`config.mk`:
```
export PLATFORM = sky130hd
export DESIGN_NAME = acq_capture_sched_flat
export DESIGN_NICKNAME = d
export VERILOG_FILES = /design/src/rtl/acq_capture_sched_if.sv /design/src/rtl/acq_capture_sched.sv /design/src/flat_wrapper.sv
export SDC_FILE = /design/constraint.sdc
export NUM_CORES = 1
export LEC_CHECK = 0
export CORE_UTILIZATION = 30
export CTS_BUF_LIST = sky130_fd_sc_hd__clkbuf_8
export DETAILED_ROUTE_END_ITERATION = 12
export SYNTH_ARGS = -nofsm -noshare
export SYNTH_HDL_FRONTEND = slang
export SYNTH_SLANG_ARGS = --single-unit
export TNS_END_PERCENT = 50
```
`constraint.sdc`:
```
create_clock -name clk -period 3.4 [get_ports clk]
set_input_delay 0.34 -clock clk [delete_from_list [all_inputs] [get_ports clk]]
set_output_delay 0.34 -clock clk [all_outputs]
set_load 0.1 [all_outputs]
```
`src/rtl/acq_capture_sched_if.sv`:
```
// Signal bundle between the capture sequencer and its FIFO, SPRAM bank and host port.
// The master modport is the sequencer; the slave modport is the surrounding fabric.
interface acq_capture_sched_if #(
  parameter int DATA_WIDTH = 16,
  parameter int NUM_BANKS  = 4,
  parameter int BANK_AW    = 14
);
  localparam int TOTAL_AW = BANK_AW + $clog2(NUM_BANKS);

  // capture control
  logic                  start;
  logic                  abort;
  logic [TOTAL_AW:0]     n_samples;
  logic                  busy;
  logic                  done;
  logic                  overflow;

  // sample FIFO side
  logic                  fifo_empty;
  logic                  fifo_full;
  logic [DATA_WIDTH-1:0] fifo_data;
  logic                  fifo_rd_en;
  logic                  fifo_wr_gate;
  logic                  fifo_reset;

  // SPRAM bank side
  logic [NUM_BANKS-1:0]  spram_ce;
  logic [BANK_AW-1:0]    spram_addr;
  logic [DATA_WIDTH-1:0] spram_wdata;
  logic                  spram_wre;

  // host readout side
  logic                  host_rd_req;
  logic [TOTAL_AW-1:0]   host_rd_addr;
  logic                  host_rd_ack;

  modport master (
    input  start, abort, n_samples, fifo_empty, fifo_full, fifo_data,
           host_rd_req, host_rd_addr,
    output busy, done, overflow, fifo_rd_en, fifo_wr_gate, fifo_reset,
           spram_ce, spram_addr, spram_wdata, spram_wre, host_rd_ack
  );

  modport slave (
    output start, abort, n_samples, fifo_empty, fifo_full, fifo_data,
           host_rd_req, host_rd_addr,
    input  busy, done, overflow, fifo_rd_en, fifo_wr_gate, fifo_reset,
           spram_ce, spram_addr, spram_wdata, spram_wre, host_rd_ack
  );
endinterface

```
`src/rtl/acq_capture_sched.sv`:
```
// Capture sequencer: flushes the ADC sample FIFO, drains a requested number of
// samples into consecutive words of a banked SPRAM, and lends the SPRAM to a host
// readout port whenever no capture is running. Every output is a register.
module acq_capture_sched #(
  parameter int DATA_WIDTH = 16,
  parameter int NUM_BANKS  = 4,
  parameter int BANK_AW    = 14
) (
  input  logic                clk,
  input  logic                reset,
  acq_capture_sched_if.master bus
);
  localparam int BANK_BITS = $clog2(NUM_BANKS);
  localparam int TOTAL_AW  = BANK_AW + BANK_BITS;
  localparam int BSEL_W    = (BANK_BITS > 0) ? BANK_BITS : 1;
  localparam logic [TOTAL_AW:0] CAPACITY = {1'b1, {TOTAL_AW{1'b0}}};

  typedef enum logic [2:0] {
    S_IDLE,
    S_FLUSH,
    S_CAPTURE,
    S_LAST,
    S_DONE
  } state_t;

  state_t                state_q, state_d;
  logic [1:0]            flush_cnt_q, flush_cnt_d;
  logic [TOTAL_AW:0]     target_q, target_d;
  logic [TOTAL_AW:0]     rd_cnt_q, rd_cnt_d;
  logic [TOTAL_AW:0]     wr_cnt_q, wr_cnt_d;
  logic                  pend_q, pend_d;          // FIFO data_out is valid this cycle
  logic                  host_iss_q, host_iss_d;  // host access is on the SPRAM pins

  logic                  fifo_rd_en_q, fifo_rd_en_d;
  logic                  fifo_wr_gate_q, fifo_wr_gate_d;
  logic                  fifo_reset_q, fifo_reset_d;
  logic [NUM_BANKS-1:0]  spram_ce_q, spram_ce_d;
  logic [BANK_AW-1:0]    spram_addr_q, spram_addr_d;
  logic [DATA_WIDTH-1:0] spram_wdata_q, spram_wdata_d;
  logic                  spram_wre_q, spram_wre_d;
  logic                  host_rd_ack_q, host_rd_ack_d;
  logic                  busy_q, busy_d;
  logic                  done_q, done_d;
  logic                  overflow_q, overflow_d;

  logic [BSEL_W-1:0]     wr_bank;
  logic [BSEL_W-1:0]     host_bank;

  // With a single bank there are no bank-select bits in the linear address.
  generate
    if (BANK_BITS > 0) begin : g_multi_bank
      assign wr_bank   = wr_cnt_q[TOTAL_AW-1:BANK_AW];
      assign host_bank = bus.host_rd_addr[TOTAL_AW-1:BANK_AW];
    end else begin : g_single_bank
      assign wr_bank   = '0;
      assign host_bank = '0;
    end
  endgenerate

  // Next-state and next-output logic; outputs are derived for the state being entered.
  always_comb begin
    state_d        = state_q;
    flush_cnt_d    = flush_cnt_q;
    target_d       = target_q;
    rd_cnt_d       = rd_cnt_q;
    wr_cnt_d       = wr_cnt_q;
    pend_d         = fifo_rd_en_q;
    host_iss_d     = 1'b0;
    overflow_d     = overflow_q;
    fifo_rd_en_d   = 1'b0;
    spram_ce_d     = '0;
    spram_addr_d   = '0;
    spram_wdata_d  = '0;
    spram_wre_d    = 1'b0;
    host_rd_ack_d  = host_iss_q;

    // FIFO data requested last cycle is on data_out now: commit it to the next word.
    if (pend_q) begin
      spram_wre_d   = 1'b1;
      spram_wdata_d = bus.fifo_data;
      spram_ce_d    = NUM_BANKS'(1) << wr_bank;
      spram_addr_d  = wr_cnt_q[BANK_AW-1:0];
      wr_cnt_d      = wr_cnt_q + 1'b1;
    end

    case (state_q)
      S_IDLE, S_DONE: begin
        if (bus.start) begin
          state_d     = S_FLUSH;
          flush_cnt_d = '0;
          rd_cnt_d    = '0;
          wr_cnt_d    = '0;
          overflow_d  = 1'b0;
          if (bus.n_samples == '0 || bus.n_samples > CAPACITY) begin
            target_d = CAPACITY;
          end else begin
            target_d = bus.n_samples;
          end
        end else if (bus.host_rd_req) begin
          host_iss_d   = 1'b1;
          spram_ce_d   = NUM_BANKS'(1) << host_bank;
          spram_addr_d = bus.host_rd_addr[BANK_AW-1:0];
        end
      end
      S_FLUSH: begin
        if (flush_cnt_q == 2'd2) begin
          state_d = S_CAPTURE;
        end else begin
          flush_cnt_d = flush_cnt_q + 2'd1;
        end
      end
      S_CAPTURE: begin
        if (bus.fifo_full) begin
          overflow_d = 1'b1;
        end
        // Skip a cycle after each read: the empty flag lags the read by one cycle.
        if (!bus.fifo_empty && !fifo_rd_en_q && (rd_cnt_q < target_q)) begin
          fifo_rd_en_d = 1'b1;
          rd_cnt_d     = rd_cnt_q + 1'b1;
          if (rd_cnt_q + 1'b1 == target_q) begin
            state_d = S_LAST;
          end
        end
      end
      S_LAST: begin
        if (!fifo_rd_en_q && !pend_q) begin
          state_d = S_DONE;
        end
      end
      default: state_d = S_IDLE;
    endcase

    // Cancel drops any in-flight read or write and returns to idle.
    if (bus.abort && (state_q == S_FLUSH || state_q == S_CAPTURE || state_q == S_LAST)) begin
      state_d       = S_IDLE;
      fifo_rd_en_d  = 1'b0;
      pend_d        = 1'b0;
      rd_cnt_d      = rd_cnt_q;
      wr_cnt_d      = wr_cnt_q;
      overflow_d    = overflow_q;
      spram_ce_d    = '0;
      spram_addr_d  = '0;
      spram_wdata_d = '0;
      spram_wre_d   = 1'b0;
    end

    fifo_reset_d   = (state_d == S_FLUSH) && (flush_cnt_d == 2'd0);
    fifo_wr_gate_d = (state_d == S_CAPTURE) && (rd_cnt_d < target_d);
    busy_d         = (state_d == S_FLUSH) || (state_d == S_CAPTURE) || (state_d == S_LAST);
    done_d         = (state_d == S_DONE);
  end

  // State and output registers; reset holds the FIFO in reset and everything else at zero.
  always_ff @(posedge clk) begin
    if (!reset) begin
      state_q        <= S_IDLE;
      flush_cnt_q    <= '0;
      target_q       <= '0;
      rd_cnt_q       <= '0;
      wr_cnt_q       <= '0;
      pend_q         <= 1'b0;
      host_iss_q     <= 1'b0;
      fifo_rd_en_q   <= 1'b0;
      fifo_wr_gate_q <= 1'b0;
      fifo_reset_q   <= 1'b1;
      spram_ce_q     <= '0;
      spram_addr_q   <= '0;
      spram_wdata_q  <= '0;
      spram_wre_q    <= 1'b0;
      host_rd_ack_q  <= 1'b0;
      busy_q         <= 1'b0;
      done_q         <= 1'b0;
      overflow_q     <= 1'b0;
    end else begin
      state_q        <= state_d;
      flush_cnt_q    <= flush_cnt_d;
      target_q       <= target_d;
      rd_cnt_q       <= rd_cnt_d;
      wr_cnt_q       <= wr_cnt_d;
      pend_q         <= pend_d;
      host_iss_q     <= host_iss_d;
      fifo_rd_en_q   <= fifo_rd_en_d;
      fifo_wr_gate_q <= fifo_wr_gate_d;
      fifo_reset_q   <= fifo_reset_d;
      spram_ce_q     <= spram_ce_d;
      spram_addr_q   <= spram_addr_d;
      spram_wdata_q  <= spram_wdata_d;
      spram_wre_q    <= spram_wre_d;
      host_rd_ack_q  <= host_rd_ack_d;
      busy_q         <= busy_d;
      done_q         <= done_d;
      overflow_q     <= overflow_d;
    end
  end

  assign bus.fifo_rd_en   = fifo_rd_en_q;
  assign bus.fifo_wr_gate = fifo_wr_gate_q;
  assign bus.fifo_reset   = fifo_reset_q;
  assign bus.spram_ce     = spram_ce_q;
  assign bus.spram_addr   = spram_addr_q;
  assign bus.spram_wdata  = spram_wdata_q;
  assign bus.spram_wre    = spram_wre_q;
  assign bus.host_rd_ack  = host_rd_ack_q;
  assign bus.busy         = busy_q;
  assign bus.done         = done_q;
  assign bus.overflow     = overflow_q;
endmodule

```
`src/flat_wrapper.sv`:
```
// flat-port wrapper written by rule: the top's interface ports become plain ports
module acq_capture_sched_flat 
#(
  parameter int DATA_WIDTH = 16,
  parameter int NUM_BANKS  = 4,
  parameter int BANK_AW    = 14
)
  (clk, reset, bus_start, bus_abort, bus_n_samples, bus_fifo_empty, bus_fifo_full, bus_fifo_data, bus_host_rd_req, bus_host_rd_addr, bus_busy, bus_done, bus_overflow, bus_fifo_rd_en, bus_fifo_wr_gate, bus_fifo_reset, bus_spram_ce, bus_spram_addr, bus_spram_wdata, bus_spram_wre, bus_host_rd_ack);
  acq_capture_sched_if #(.DATA_WIDTH(DATA_WIDTH), .NUM_BANKS(NUM_BANKS), .BANK_AW(BANK_AW)) bus_i ();
  input  logic clk;
  input  logic reset;
  input wire logic [$bits(bus_i.start)-1:0] bus_start;
  input wire logic [$bits(bus_i.abort)-1:0] bus_abort;
  input wire logic [$bits(bus_i.n_samples)-1:0] bus_n_samples;
  input wire logic [$bits(bus_i.fifo_empty)-1:0] bus_fifo_empty;
  input wire logic [$bits(bus_i.fifo_full)-1:0] bus_fifo_full;
  input wire logic [$bits(bus_i.fifo_data)-1:0] bus_fifo_data;
  input wire logic [$bits(bus_i.host_rd_req)-1:0] bus_host_rd_req;
  input wire logic [$bits(bus_i.host_rd_addr)-1:0] bus_host_rd_addr;
  output wire logic [$bits(bus_i.busy)-1:0] bus_busy;
  output wire logic [$bits(bus_i.done)-1:0] bus_done;
  output wire logic [$bits(bus_i.overflow)-1:0] bus_overflow;
  output wire logic [$bits(bus_i.fifo_rd_en)-1:0] bus_fifo_rd_en;
  output wire logic [$bits(bus_i.fifo_wr_gate)-1:0] bus_fifo_wr_gate;
  output wire logic [$bits(bus_i.fifo_reset)-1:0] bus_fifo_reset;
  output wire logic [$bits(bus_i.spram_ce)-1:0] bus_spram_ce;
  output wire logic [$bits(bus_i.spram_addr)-1:0] bus_spram_addr;
  output wire logic [$bits(bus_i.spram_wdata)-1:0] bus_spram_wdata;
  output wire logic [$bits(bus_i.spram_wre)-1:0] bus_spram_wre;
  output wire logic [$bits(bus_i.host_rd_ack)-1:0] bus_host_rd_ack;
  assign bus_i.start = bus_start;
  assign bus_i.abort = bus_abort;
  assign bus_i.n_samples = bus_n_samples;
  assign bus_i.fifo_empty = bus_fifo_empty;
  assign bus_i.fifo_full = bus_fifo_full;
  assign bus_i.fifo_data = bus_fifo_data;
  assign bus_i.host_rd_req = bus_host_rd_req;
  assign bus_i.host_rd_addr = bus_host_rd_addr;
  assign bus_busy = bus_i.busy;
  assign bus_done = bus_i.done;
  assign bus_overflow = bus_i.overflow;
  assign bus_fifo_rd_en = bus_i.fifo_rd_en;
  assign bus_fifo_wr_gate = bus_i.fifo_wr_gate;
  assign bus_fifo_reset = bus_i.fifo_reset;
  assign bus_spram_ce = bus_i.spram_ce;
  assign bus_spram_addr = bus_i.spram_addr;
  assign bus_spram_wdata = bus_i.spram_wdata;
  assign bus_spram_wre = bus_i.spram_wre;
  assign bus_host_rd_ack = bus_i.host_rd_ack;
  acq_capture_sched #(.DATA_WIDTH(DATA_WIDTH), .NUM_BANKS(NUM_BANKS), .BANK_AW(BANK_AW)) u_core (.clk(clk), .reset(reset), .bus(bus_i));
endmodule
```
==> qor.yml, run 1 <==
outcome:
  outcome: "complete, but fails checks"
  violations: "setup timing"
logic_synthesis:
  synth_edf_count: 0
  ys_warn_count: 0
  netlist.area_leader.share_pct: 36.45
  postSynthNetCount: 738
  syn-instance-count: 643
  avgSynthCellArea_um2: 8.457
  ys_top_cells_by_area: "dfxtp_1 36%, ha_1 9.0%, a21oi_1 4.2%, nor2b_1 3.8%, and2_1 3.5%"
  synth_cell_types: 64
  async_flop_share_pct: 0
  synth_common_cells: "99 x dfxtp_1, 48 x nand2_1, 47 x nor2_1, 46 x a21oi_1, 39 x ha_1"
  yosysSeqAreaShare_pct: 36.45
  netlist_area_mm2: 0.005438
  synth_area_leader_cell: "dfxtp_1"
  ys_ff_latch: 99
  synth.most_common_cell: "dfxtp_1"
  ys_dominant_reg_cell: "dfxtp_1"
detailed_routing:
  vias_per_cell: 4.980
  routed_wirelength_um: 16760
  avgRoutedWirePerCell_um: 15.63
  drt_iter0_drc: 355
  dr.pass1.iters: 5
  via_count: 5339
  antenna_left: 0
  route.detailed.drc: 0
finish:
  layoutNonFillerInstCount: 1072
  nets: 937
  drive_gt1_share_pct: 24.91
  multiInputGateArea_mm2: 0.003446
  diodes: 0
  syn_to_final_growth_pct: 46.43
  seqCellArea_mm2: 0.001996
  fillers: 1664
  final_core_util_pct: 45.56
critical_path:
  critPathMaxStageDelay_ns: 0.41
  crit_path_end_kind: "flip-flop"
  crit_top_cell: "buf_4"
  crit_family: "buffers and inverters"
  cp.required_ns: 3.73
  critPathSlowestCell: "or3_4"
  crit_fanout: 7
  start_kind: "flip-flop"
  worstPathArrival_ns: 4.06
  path_cells: "inv_2 -> ha_4 -> nor2b_4 -> o211ai_2 -> a2111oi_4 -> o31a_1 -> or3_4 -> buf_12 -> buf_6 -> nor2b_4 -> o21ai_2 -> buf_4 -> buf_4 -> buf_4 -> buf_4 -> buf_4 -> buf_4 -> buf_4 -> buf_4 -> buf_4 -> buf_4 -> a21boi_2"
  timing_worst_setup_path_type: "reg2reg"
  crit_buf_inv: 13
sta:
  tightestPinTransition_ns: 1.023
  hold_viol: 0
  post-route-period-util_pct: 109.8
  clock_skew_ns: 0.01477
  finalMaxSlewViolations: 0
  max-slew-margin-rel_pct: 31.59
  rsz0062_at_grt: "yes"
  fin_crit_ns: 3.732
  max_freq_mhz: 268.0
  setup_viol: 2
  worst_slack_ns: -0.3319
global_route:
  antenna_found_initial: 0
  grt-ovfl-total: 0
  grt_pass1_wl_um: 26990
  grt_pass1_vias: 5418
  grt_max_degree: 30
  gr-usage-all-layers_pct: 18.70
placed_design:
  port_buffers: 97
  dp_cells: 1030
  gp_congestion: 0.8783
  dp_hpwl_um: 12350
run:
  drv_cap: 0
cts:
  clock-sinks: 99
  cts-root-buf: "clkbuf_8"
  cts_max_path_buffers: 2
  clkLatencyLatePin_ns: 0.39
  cts_tree: "done"
  cts-buffers-inserted: 9
  ctsHtreeMaxLevel: 3
  clk_pin_slew_ns: 0.11
  postCtsHoldBufs: 0
hold_path:
  hp-class: "reg2reg"
power:
  p_per_area_mw_per_mm2: 309.1
  leakage_nw: 3.119
  peakVddDrop_v: 0.0003179
floorplanning:
  start_util_pct: 31.11
  die_height_um: 136.6
  die-area_mm2: 0.01867
  core_region_area_mm2: 0.01748
  ios: 98
  num_rows: 48
  die_x_um: 136.6
## path summary, 6_finish.rpt
path | slack, ns | endpoint | depth (start not counted) | startpoint
max | -0.33 | u_core.rd_cnt_q[3] | 22 | u_core.target_q[1]
min | 0.46 | u_core.bus.host_rd_ack | 1 | u_core.host_iss_q
max reg2reg | -0.33 | u_core.rd_cnt_q[3] | 22 | u_core.target_q[1]
min reg2reg | 0.46 | u_core.bus.host_rd_ack | 1 | u_core.host_iss_q
## cell type report
type | instances | share of cell area [%]
Multi-Input combinational cell | 482 | 43.27
Inverter | 27 | 1.273
Tap cell | 225 | 3.536
Sequential cell | 99 | 25.06
Clock buffer | 10 | 1.728
Timing Repair Buffer | 223 | 24.43
Clock inverter | 6 | 0.6914
## metrics by stage
step / total power, mW / setup WS [ns] / hold WS, ns / instance area, um2 / TNS (ns)
final: 2.461 / -0.3319 / 0.4625 / 7963 / -0.6381
after global placement: 1.663 / -0.5778 / 0.4490 / 7322 / -0.5778
after floorplan: 1.443 / -0.05545 / 0.4119 / 5461 / -0.05545
after detailed placement: 1.663 / -0.5463 / 0.4434 / 7322 / -0.5463
after CTS: 2.458 / -0.2920 / 0.4707 / 7806 / -0.5145
after global routing: 2.572 / -0.4729 / 0.4781 / 7963 / -0.8840
## cell families (layout without fill, tap and decap cells)
group | after synthesis | count (layout) | synth area share, %
and+or+nand+nor | 280 | 280 | 28.83
AOI/OAI and AO/OA | 124 | 124 | 14.57
DFF | 99 | 99 | 36.45
buffers and inverters | 62 | 266 | 4.717
adders and majority gates | 40 | 40 | 9.158
xor gates and xnor gates | 33 | 33 | 5.315
muxes | 5 | 5 | 0.9664
## what timing repair did
action / CTS / global route
setup buffers: 20 / 6
pin swaps: 23 / 23
endpoints found under the setup margin: 1 / 2
resized for setup: 29 / 27
## routing by layer
metal / up-vias / global-route usage, % / part of all wire (%)
li1: 2649 / - / -
met3: 29 / 3.852 / 5.7
met4: 0 / 8.086 / 2.5
met1: 2503 / 23.94 / 45
met5: - / 0 / 0
met2: 158 / 30.23 / 47
## flip-flops by register name, indices dropped and copies added (netlist names)
signal and count:
u_core.bus.fifo_wr_gate 1, u_core.bus.host_rd_ack 1, u_core.bus.spram_ce 4, u_core.bus.spram_addr 14, u_core.wr_cnt_q 16, u_core.bus.done 1
u_core.state_q 3, u_core.target_q 17, u_core.pend_q 1, u_core.host_iss_q 1, u_core.bus.spram_wre 1, u_core.flush_cnt_q 2
u_core.bus.overflow 1, u_core.bus.fifo_reset 1, u_core.bus.spram_wdata 16, u_core.bus.fifo_rd_en 1, u_core.rd_cnt_q 17, u_core.bus.busy 1
## layout by cell type, fill, tap and decap left out, types with 3 or more instances in the layout
cell type	count
a22oi_1	3
nor3_1	13
and3_1	6
xnor2_1	19
nand2b_1	3
a21o_1	3
nor3_2	3
nand3_1	24
nand2_1	44
dfxtp_1	88
nor3b_1	17
or3_1	10
o21ai_0	12
inv_1	23
clkdlybuf4s50_1	97
nand2_2	3
a21boi_1	8
o21ai_2	3
or4_4	4
buf_4	123
nor4_1	6
dfxtp_2	11
nor2b_1	30
a31oi_1	3
ha_1	30
nand4_1	21
clkbuf_8	10
o21ai_1	15
a21boi_2	4
xor2_1	14
ha_4	8
mux2i_1	3
inv_2	4
and2_1	30
nor2_1	46
nand3b_1	3
a21oi_1	44
## report_power, final
group | internal, mW | switching (mW)
Combinational | 0.233 | 0.262
Sequential | 1.18 | 0.0110
Clock | 0.301 | 0.474
Total | 1.71 | 0.747
Note: power is estimated with default switching activity, not from simulation.
==> run 2: changes to the inputs <==
--- a/config.mk
+++ b/config.mk
@@ -5,6 +5,7 @@
 export SDC_FILE = /design/constraint.sdc
 export NUM_CORES = 1
 export LEC_CHECK = 0
+export ABC_AREA = 1
 export CORE_UTILIZATION = 30
 export CTS_BUF_LIST = sky130_fd_sc_hd__clkbuf_8
 export DETAILED_ROUTE_END_ITERATION = 12
==> qor.yml, run 2 <==
outcome:
  violations: "DRC"
  outcome: "complete, but fails checks"
floorplanning:
  die_x_um: 138.3
  num_rows: 49
  core_region_area_mm2: 0.01809
  die_height_um: 138.3
  ios: 98
  start_util_pct: 30.79
  die-area_mm2: 0.01911
critical_path:
  crit_family: "simple AND/OR/NAND/NOR gates"
  crit_path_end_kind: "flip-flop"
  cp.required_ns: 3.73
  crit_end: "u_core.bus.fifo_wr_gate"
  crit_buf_inv: 3
  rrSetupSlack_ns: 0.26
  start_kind: "flip-flop"
  crit_fanout: 6
  timing_worst_setup_path_type: "reg2reg"
  critPathMaxStageDelay_ns: 0.31
  r2r_end: "u_core.bus.fifo_wr_gate"
  critPathSlowestCell: "dfxtp_1"
  reg2reg_depth: 19
  path_cells: "inv_1 -> ha_4 -> a21o_1 -> nor2_1 -> nand2_1 -> nand2_2 -> nand3_1 -> nor2_1 -> nand2_2 -> inv_2 -> nand2_4 -> buf_4 -> o22ai_2 -> ha_4 -> a211oi_1 -> nand3_1 -> nor4_2 -> nand2_1 -> nor2_1"
  worstPathArrival_ns: 3.47
  crit_cells: 19
  crit_start: "u_core.target_q[8]"
  crit_top_cell: "nor2_1"
  r2r-start: "u_core.target_q[8]"
logic_synthesis:
  synth_edf_count: 0
  synth_common_cells: "145 x nand2_1, 138 x inv_1, 101 x nor2_1, 99 x dfxtp_1, 63 x nand3_1"
  postSynthNetCount: 900
  avgSynthCellArea_um2: 6.918
  syn-instance-count: 805
  ys_warn_count: 0
  synth.most_common_cell: "nand2_1"
  netlist.area_leader.share_pct: 35.59
  synth_cell_types: 41
  async_flop_share_pct: 0
  netlist_area_mm2: 0.005569
  yosysSeqAreaShare_pct: 35.59
  ys_dominant_reg_cell: "dfxtp_1"
  ys_top_cells_by_area: "dfxtp_1 36%, nand2_1 9.8%, inv_1 9.3%, ha_1 8.8%, nor2_1 6.8%"
  ys_ff_latch: 99
  synth_area_leader_cell: "dfxtp_1"
sta:
  max-slew-margin-rel_pct: 33.40
  fin_crit_ns: 3.140
  finalMaxSlewViolations: 0
  max_freq_mhz: 318.4
  hold_ws_ns: 0.4272
  post-route-period-util_pct: 92.37
  clock_skew_ns: 0.01725
  setup_viol: 0
  rsz0062_at_grt: "no"
  tightestPinTransition_ns: 0.9959
  hold_viol: 0
  tns_ns: 0
detailed_routing:
  routed_wirelength_um: 15910
  drt_iter0_drc: 368
  avgRoutedWirePerCell_um: 13.51
  route.detailed.drc: 8
  via_count: 5447
  antenna_left: 0
  vias_per_cell: 4.628
  dr.pass1.iters: 9
placed_design:
  dp_cells: 1152
  gp_congestion: 0.9446
  dp_hpwl_um: 12400
  port_buffers: 97
  place_area_mm2: 0.007057
power:
  peakVddDrop_v: 0.0001767
  power_mw: 2.399
  p_per_area_mw_per_mm2: 321.5
  leakage_nw: 3.042
cts:
  clk_pin_slew_ns: 0.11
  clock-sinks: 99
  cts-root-buf: "clkbuf_8"
  clkLatencyLatePin_ns: 0.39
  cts-buffers-inserted: 9
  ctsHtreeMaxLevel: 3
  cts_tree: "done"
  postCtsHoldBufs: 0
  cts_max_path_buffers: 2
global_route:
  grt-ovfl-total: 0
  grt_pass1_vias: 5118
  gr-usage-all-layers_pct: 17.00
  antenna_found_initial: 0
  grt_max_degree: 38
  grt_pass1_wl_um: 25590
finish:
  seqCellArea_mm2: 0.001992
  syn_to_final_growth_pct: 33.99
  diodes: 0
  multiInputGateArea_mm2: 0.003087
  final_area_mm2: 0.007462
  reg.largest.list: "u_core.rd_cnt_q x17, u_core.target_q x17"
  nets: 1038
  fillers: 1835
  final_cell_mix: "141 x nand2_1, 136 x inv_1, 99 x nor2_1, 97 x clkdlybuf4s50_1, 91 x dfxtp_1"
  layoutNonFillerInstCount: 1177
  final_common_cell: "nand2_1"
  drive_gt1_share_pct: 14.03
hold_path:
  hp-class: "reg2reg"
run:
  drv_cap: 0
## run 2: cell count changes in the layout (fill, tap and decap cells not counted), moves of 9 or more
cell,before,now
nand3_1,24,63
and2_1,30,2
nor2_1,46,99
buf_4,123,47
nand2_1,44,141
nor3b_1,17,0
inv_1,23,136
xnor2_1,19,0
o21ai_0,12,46
xor2_1,14,5
nor2b_1,30,0
or3_1,10,1
## run 2: power by group
part / switching, mW / internal, mW
sequential: 0.0109 / 1.18
combinational: 0.288 / 0.183
clock: 0.461 / 0.272
## run 2: timing repair
action,in CTS,in global routing
buffers inserted,0,9
gates resized for setup,0,38
setup endpoints to repair,0,1
endpoints found under the hold margin,0,0
## run 2: final cells by class
type | count | share of cell area [%]
Multi-Input combinational cell | 541 | 41.36
Sequential cell | 99 | 26.69
Timing Repair Buffer | 147 | 18.48
Inverter | 145 | 7.294
Tap cell | 229 | 3.840
Clock buffer | 9 | 1.660
Clock inverter | 7 | 0.6707
## run 2: kinds of logic (layout without fill, tap and decap cells)
kind of cell	Yosys count	count (layout)	synth area share, %
compound gates	130	130	13.66
xor+xnor	6	6	1.191
fa+ha+maj	39	39	8.762
buf+inv	165	308	11.44
flops	99	99	35.59
simple gates	366	366	29.36
## run 2: worst min-delay path: stages (launching register included)
cell     delay (ns)
dfxtp_1        0.31
nand2_1        0.05
inv_1          0.03
## run 2: worst min-delay path by stage
stage	startpoint	endpoint	slack (ns)	cells past startpoint
floorplan	u_core.host_iss_q	u_core.bus.host_rd_ack	0.39	2
global placement	u_core.host_iss_q	u_core.bus.host_rd_ack	0.42	2
detailed placement	u_core.host_iss_q	u_core.bus.host_rd_ack	0.41	2
CTS	u_core.host_iss_q	u_core.bus.host_rd_ack	0.43	2
global route	bus_fifo_data[15]	u_core.bus.spram_wdata[15]	0.45	3
finish	u_core.host_iss_q	u_core.bus.host_rd_ack	0.43	2
## run 2: stage by stage
stage	setup WS, ns	util (%)
global placement	0.1113	39.02
CTS	0.05930	39.98
global route	0.01191	41.26
detailed placement	0.04815	39.02
floorplan	0.5234	-
finish	0.2596	41.26
## run 2: per-layer routing
metal	part of all wire [%]	vias up	GRT usage, %
li1	-	2872	-
met1	47	2415	22.15
met2	46	130	28.17
met3	4.2	30	2.390
met4	2.8	0	7.156
met5	0	-	0
